$ cat src/rtl/systolic_feeder.sv
// systolic_feeder: buffers matrices A and B row by row and streams them diagonally skewed into an N x N systolic array
module systolic_feeder #(
    parameter int N          = 4,
    parameter int DATA_WIDTH = 16,
    parameter int CNT_WIDTH  = 8,
    parameter int ROW_WIDTH  = 2
) (
    input  logic                    clk,
    input  logic                    reset,
    input  logic                    load_valid,
    output logic                    load_ready,
    input  logic                    load_sel,
    input  logic [ROW_WIDTH-1:0]    load_row,
    input  logic [N*DATA_WIDTH-1:0] load_data,
    input  logic                    start,
    output logic                    busy,
    output logic                    done,
    output logic                    pe_enable,
    output logic [N*DATA_WIDTH-1:0] array_in_a_flat,
    output logic [N*DATA_WIDTH-1:0] array_in_b_flat
);
    localparam int RW = $clog2(N);
    localparam logic [CNT_WIDTH-1:0] T_LAST = CNT_WIDTH'(3 * N - 3);

    typedef enum logic [1:0] {IDLE, STREAM, DONE} state_t;

    state_t                       state, state_nxt;
    logic [CNT_WIDTH-1:0]         t;
    logic signed [DATA_WIDTH-1:0] a_buf [N][N];
    logic signed [DATA_WIDTH-1:0] b_buf [N][N];
    logic [RW-1:0]                row_idx;

    assign row_idx = load_row[RW-1:0];

    always_ff @(posedge clk or negedge reset) begin
        if (!reset) begin
            state <= IDLE;
            t     <= '0;
        end else begin
            state <= state_nxt;
            t     <= state == STREAM ? t + 1'b1 : '0;
        end
    end

    always_comb begin
        state_nxt  = state == IDLE   ? (start ? STREAM : IDLE) :
                     state == STREAM ? (t == T_LAST ? DONE : STREAM) : IDLE;
        load_ready = state == IDLE;
        busy       = state != IDLE;
        done       = state == DONE;
        pe_enable  = state == STREAM;
    end

    // Rows beyond N are dropped; the upper load_row bits only qualify the write.
    always_ff @(posedge clk or negedge reset) begin
        if (!reset) begin
            a_buf <= '{default: '0};
            b_buf <= '{default: '0};
        end else if (load_valid && load_ready && int'(load_row) < N) begin
            for (int c = 0; c < N; c++) begin
                if (load_sel) b_buf[row_idx][c] <= load_data[c*DATA_WIDTH +: DATA_WIDTH];
                else          a_buf[row_idx][c] <= load_data[c*DATA_WIDTH +: DATA_WIDTH];
            end
        end
    end

    // Slot i carries element k = t - i: A[i][k] on the a side, B[k][i] on the b side.
    always_comb begin
        array_in_a_flat = '0;
        array_in_b_flat = '0;
        for (int i = 0; i < N; i++) begin
            for (int k = 0; k < N; k++) begin
                if (state == STREAM && int'(t) == i + k) begin
                    array_in_a_flat[i*DATA_WIDTH +: DATA_WIDTH] = a_buf[i][k];
                    array_in_b_flat[i*DATA_WIDTH +: DATA_WIDTH] = b_buf[k][i];
                end
            end
        end
    end
endmodule

$ cat config.mk
export PLATFORM = sky130hd
export DESIGN_NAME = systolic_feeder
export DESIGN_NICKNAME = d
export VERILOG_FILES = /design/src/rtl/systolic_feeder.sv
export SDC_FILE = /design/constraint.sdc
export NUM_CORES = 1
export LEC_CHECK = 0
export CAP_MARGIN = 20
export CORE_ASPECT_RATIO = 1.1
export CORE_UTILIZATION = 25
export DETAILED_ROUTE_END_ITERATION = 8
export PLACE_DENSITY_LB_ADDON = 0.25
export SYNTH_ARGS = -nofsm -noshare
export SYNTH_HDL_FRONTEND = slang
export SYNTH_SLANG_ARGS = --single-unit
$ cat constraint.sdc
create_clock -name clk -period 2.3 [get_ports clk]
set_clock_uncertainty 0.15 [all_clocks]
set_input_delay 0.345 -clock clk [delete_from_list [all_inputs] [get_ports clk]]
set_output_delay 0.345 -clock clk [all_outputs]
set_load 0.03 [all_outputs]
# ---- After elaboration in Yosys (flattened, before gate mapping)
# Cells that the tools add are included.
dict set report classes {
  n_reduce_logical 12
  muxes 67
  bitwise_logic 1
  n_eq_ne 9
  add_sub_neg 1
  order_cmp 2
}
# operator count
set op_table {}
lappend op_table {{256-bit 2-to-1 mux} 14}
lappend op_table {{256-bit bitwise mux} 8}
lappend op_table {{16-bit 2-to-1 mux} 33}
lappend op_table {{64-bit demux with 2-bit select} 4}
lappend op_table {{64-bit 2-to-1 mux} 1}
lappend op_table {{48-bit 2-to-1 mux} 1}
lappend op_table {{8-bit by 4-bit == test with 1-bit output (second input constant)} 4}
lappend op_table {{32-bit 2-to-1 mux} 1}
lappend op_table {{8-bit by 3-bit == test with 1-bit output (second input constant)} 2}
lappend op_table {{1-bit logical AND} 9}
lappend op_table {{8-bit by 1-bit adder with 8-bit output (second input constant)} 1}
lappend op_table {{8-bit by 2-bit == test with 1-bit output (second input constant)} 1}
lappend op_table {{8-bit zero test} 1}
lappend op_table {{8-bit 2-to-1 mux} 1}
lappend op_table {{2-bit 2-to-1 mux} 3}
lappend op_table {{3-bit >= comparator (second input constant)} 1}
lappend op_table {{3-bit by 1-bit < comparator with 1-bit output (second input constant)} 1}
lappend op_table {{2-bit inverter with 3-bit output} 1}
lappend op_table {{2-bit by 1-bit == test with 1-bit output (second input constant)} 1}
lappend op_table {{2-bit == test (second input constant)} 1}
lappend op_table {{2-bit zero test} 1}
lappend op_table {{2-bit nonzero test} 1}
lappend op_table {{1-bit 2-to-1 mux} 1}
dict set report totals {
  ff_bits 522
  inputBits 71
  out_inout_bits 132
}

# ---- Depth between registers and ports, before layout
dict set report logic_depth {
  ltp_word 16
  mapped_depth 8
  ltp_nobuf 5
}

# ---- Worst setup path before layout
# OpenSTA, ideal clock, no wires.
dict set report synth_timing {
  kind {register to output}
  start {reg t[0]}
  end {out array_in_a_flat[38]}
  path_stages_with_launch 8
  arrival_ns 2.475
  path_buffers 2
  required_ns 1.805
  slack_ns -0.670
  cell_sequence {dfrtp_1 inv_1 ha_1 clkbuf_1 nor4b_2 clkbuf_1 a221oi_1 o32ai_1}
}
dict set report synth_via {
  elab_chain_cells 6
}
# element line_no
set synth_rtl {}
lappend synth_rtl {{from (decl)} 28} ;# logic [CNT_WIDTH-1:0] t;
lappend synth_rtl {{from (signal assigned)} 41} ;# t <= state == STREAM ? t + 1'b1 : '0;
lappend synth_rtl {{8-bit by 3-bit == test with 1-bit output} 73} ;# if (state == STREAM && int'(t) == i + k) begin
lappend synth_rtl {{1-bit logical AND} 73}
lappend synth_rtl {{16-bit 2-to-1 mux (3 in series)} 73}
lappend synth_rtl {{16-bit 2-to-1 mux *} 73}
lappend synth_rtl {{to (decl)} 19} ;# output logic [N*DATA_WIDTH-1:0] array_in_a_flat,
# Every way passes the cells marked *; elsewhere a longest branch is shown, timed or not.

# ---- Worst setup path after layout
dict set report layout_timing {
  start {reg t[5]}
  end {out array_in_a_flat[32]}
}
# Same word-level chain as after synthesis.

==> metrics.md <==
| Metric | Value |
|---|---|
| Final WS setup | -0.9313 ns |
| Design Power | 44.11 mW |
| Worst Tran Pin Value | 0.8292 ns |
| Final worst path period need | 3.231 ns |
| Max-slew violations | 0 |
| Vias | 16919 |
| Leakage Power | 15.45 nW |
| Clock Tree Buf Depth | 3 |
| Die area | 0.09543 mm2 |
| Min-Delay Path Class | in -> async |
| Reg clk slew, reported paths | 0.07 ns |
| Post-Place Cells | 3231 |
| CP startpoint kind | flip-flop |
| Syn Inst Count | 1723 |
| Core area | 0.09296 mm2 |
| CTS tree | done |
| Sequential area share after synthesis | 55.47% |
| Tcrit/Tclk final | 140.5% |
| Violated checks | negative setup slack |
| Initial drt markers | 1077 |
| Residual DRC | 0 |
| Required @ worst endpoint | 1.80 ns |
| Netlist Area Pre-Place | 0.02355 mm2 |
| Synth Net Count | 1798 |
| Die width | 294.6 um |
| Root buffer cell | clkbuf_16 |
| Post-synth ARST share | 100.0% |
| CTS HTree Levels | 2 |
| Total Wirelength | 89650 um |
| Final Setup Violations | 128 |
| Setup Crit Path Kind | reg -> out |
| Initial DRT Pass Iterations | 5 |
| Worst Path Arrival | 2.74 ns |
| Mean area per synthesized cell | 13.67 um2 |
| RePlAce Congestion | 0.8284 |
| Antenna-violating nets left | 0 |
| Cell Pwr Density | 1312 mW/mm2 |
| Grt ovf | 0 |
| Min Hold Slack | 0.1258 ns |
| Clock buffer count from CTS | 54 |
| Maximum vdd drop | 0.6175 mV |
| Largest net degree at the start of global routing | 78 |
| Leading cell types in the layout, fill and taps excluded | 520 x dfrtp_1, 512 x mux2_2, 168 x buf_12 |
| Max cap viols | 0 |
| Ports | 203 |
| Post-synth cell types | 43 |
| Endpoints failing hold | 0 |
| EDFF count, synth | 0 |
| Initial Util | 25.33% |
| Post-DR wirelength/cell | 26.46 um |
| Area growth from synthesis to layout | 42.74% |
| Share of post-route cells with drive strength above 1 | 55.85% |
| First-pass GRT wire length | 128500 um |
| Sink Count | 522 |
| Worst-Skew Late Latency | 0.62 ns |
| RSZ-0062 raised after global routing | yes |
| Total Nets Final | 2166 |
| Synth warn | 0 |
| Crit. End Element | primary output |
| Die Y | 323.9 um |
| Via count of the first global-routing pass | 17479 |
| Vias per cell | 4.994 |
| # rows | 117 |
| Finished Cell Area | 0.03361 mm2 |
| Commonest non-fill, non-tap cell in the layout | dfrtp_1 |
| Placement-stage cell area | 0.03053 mm2 |
| DPL Wire Length | 58660 um |
| Final core occ | 36.16% |
| Primary FF master, synth | dfrtp_1 |
| Initial antenna violation count | 17 |
| Worst-path fanout max | 9 |
| Cell Count, Final, Fillers Out | 3388 |
| Fmax | 309.5 MHz |
| GRT Total Usage | 18.67% |
| Input/output buffers | 202 |
| Status | complete, but fails checks |
| #FFs+latches synth | 522 |
| Slew HR | 44.55% |
-- final cells by class --
class / instances / area [um2]
Clock buffer: 79 / 1575
Inverter: 27 / 108.9
Antenna cell: 3 / 7.507
Clock inverter: 22 / 257.7
Tap cell: 1249 / 1563
Fill cell: 8838 / 59340
Timing Repair Buffer: 461 / 6362
Multi-Input combinational cell: 1025 / 10680
Sequential cell: 522 / 13070
-- through the flow --
| step | worst slack (ns) | TNS, ns |
|---|---|---|
| 4_1_cts | -0.9366 | -111.60 |
| 2_1_floorplan | -0.1512 | -5.306 |
| 3_5_place_dp | -0.3841 | -50.07 |
| 5_1_grt | -0.9743 | -117.30 |
| 6_report | -0.9313 | -109.72 |
| 3_3_place_gp | -0.3469 | -42.43 |
-- routing by layer --
metal,up-vias,routed length [um],GRT usage [%]
met3,126,4284,2.419
met4,2,2769,5.428
li1,7263,-,-
met2,462,43130,31.09
met5,-,17,0
met1,9066,39450,25.26
-- critical path: stages, from the launching register on --
cell and delay [ns]:
dfrtp_1 0.40, or4_4 0.59, buf_6 0.15, or3_4 0.38, buf_12 0.18, a31oi_4 0.27
buf_12 0.16
-- cell families after synthesis --
kind of cell               count (synthesis)  synth area share (%)
buffers and inverters                    176                 3.151
DFF                                      522                 55.47
muxes                                    512                 24.48
xor gates and xnor gates                   3                0.1116
adders and majority gates                  4                0.2125
AOI/OAI and AO/OA                        296                 11.09
and+or+nand+nor                          210                 5.478
-- path summary, 6_finish.rpt --
path / startpoint / to / slack (ns) / cells past startpoint
min: reset / b_buf[251] / 0.13 / 2
max reg2reg: state[1] / b_buf[56] / 0.06 / 6
min in group clk: b_buf[102] / b_buf[102] / 0.34 / 1
max: t[5] / array_in_a_flat[32] / -0.93 / 6
min reg2reg: b_buf[102] / b_buf[102] / 0.34 / 1
max in group asynchronous: reset / a_buf[71] / 1.04 / 3
-- registers in the layout, summed over array words and instances (netlist names) --
register and cells:
state 2, a_buf 256, b_buf 256, t 8
-- what timing repair did --
action | in CTS | in global routing
cloned | 14 | 7
setup buffers | 25 | 9
endpoints found under the hold margin | 380 | 0
pin swaps | 29 | 35
hold buffers | 1 | 0
setup endpoints to repair | 132 | 193
resized for setup | 86 | 34
-- cell usage after synthesis (2+ instances only) --
library cell  count  area [um2]
a21oi_1          35       175.2
nor4_2            2       25.02
buf_1             3       11.26
o211ai_1         10       75.07
nor2b_1           5       31.28
nand2b_1         66       412.9
ha_1              4       50.05
a221o_1          64       640.6
nor3_1            2       10.01
nor4_1           10       62.56
dfrtp_1         522       13060
inv_1            26       97.59
nor4b_2           2       30.03
clkbuf_1         96       360.4
buf_2            47       235.2
nand4_1          11       68.82
buf_6             3       33.78
a31oi_1          10       62.56
or2_2            32       200.2
and3b_1          11       96.34
xor2_1            2       17.52
nor2_1           30       112.6
o2bb2ai_1        32       280.3
or3_1             4       25.02
and2_1           12       75.07
nand2_1           8       30.03
o32ai_1          22       192.7
a32o_1           96       960.9
a221oi_1         22       192.7
and3_1            3       18.77
nand3_1           4       20.02
nand3b_1          3       22.52
o21ai_0           3       15.01
mux2_2          512        5766
-- power by group --
part / switching [mW] / internal, mW
Clock: 3.84 / 5.31
Sequential: 1.39 / 11.9
Combinational: 10.3 / 11.4
Total: 15.6 / 28.5
(Power assumes the default switching activity.)
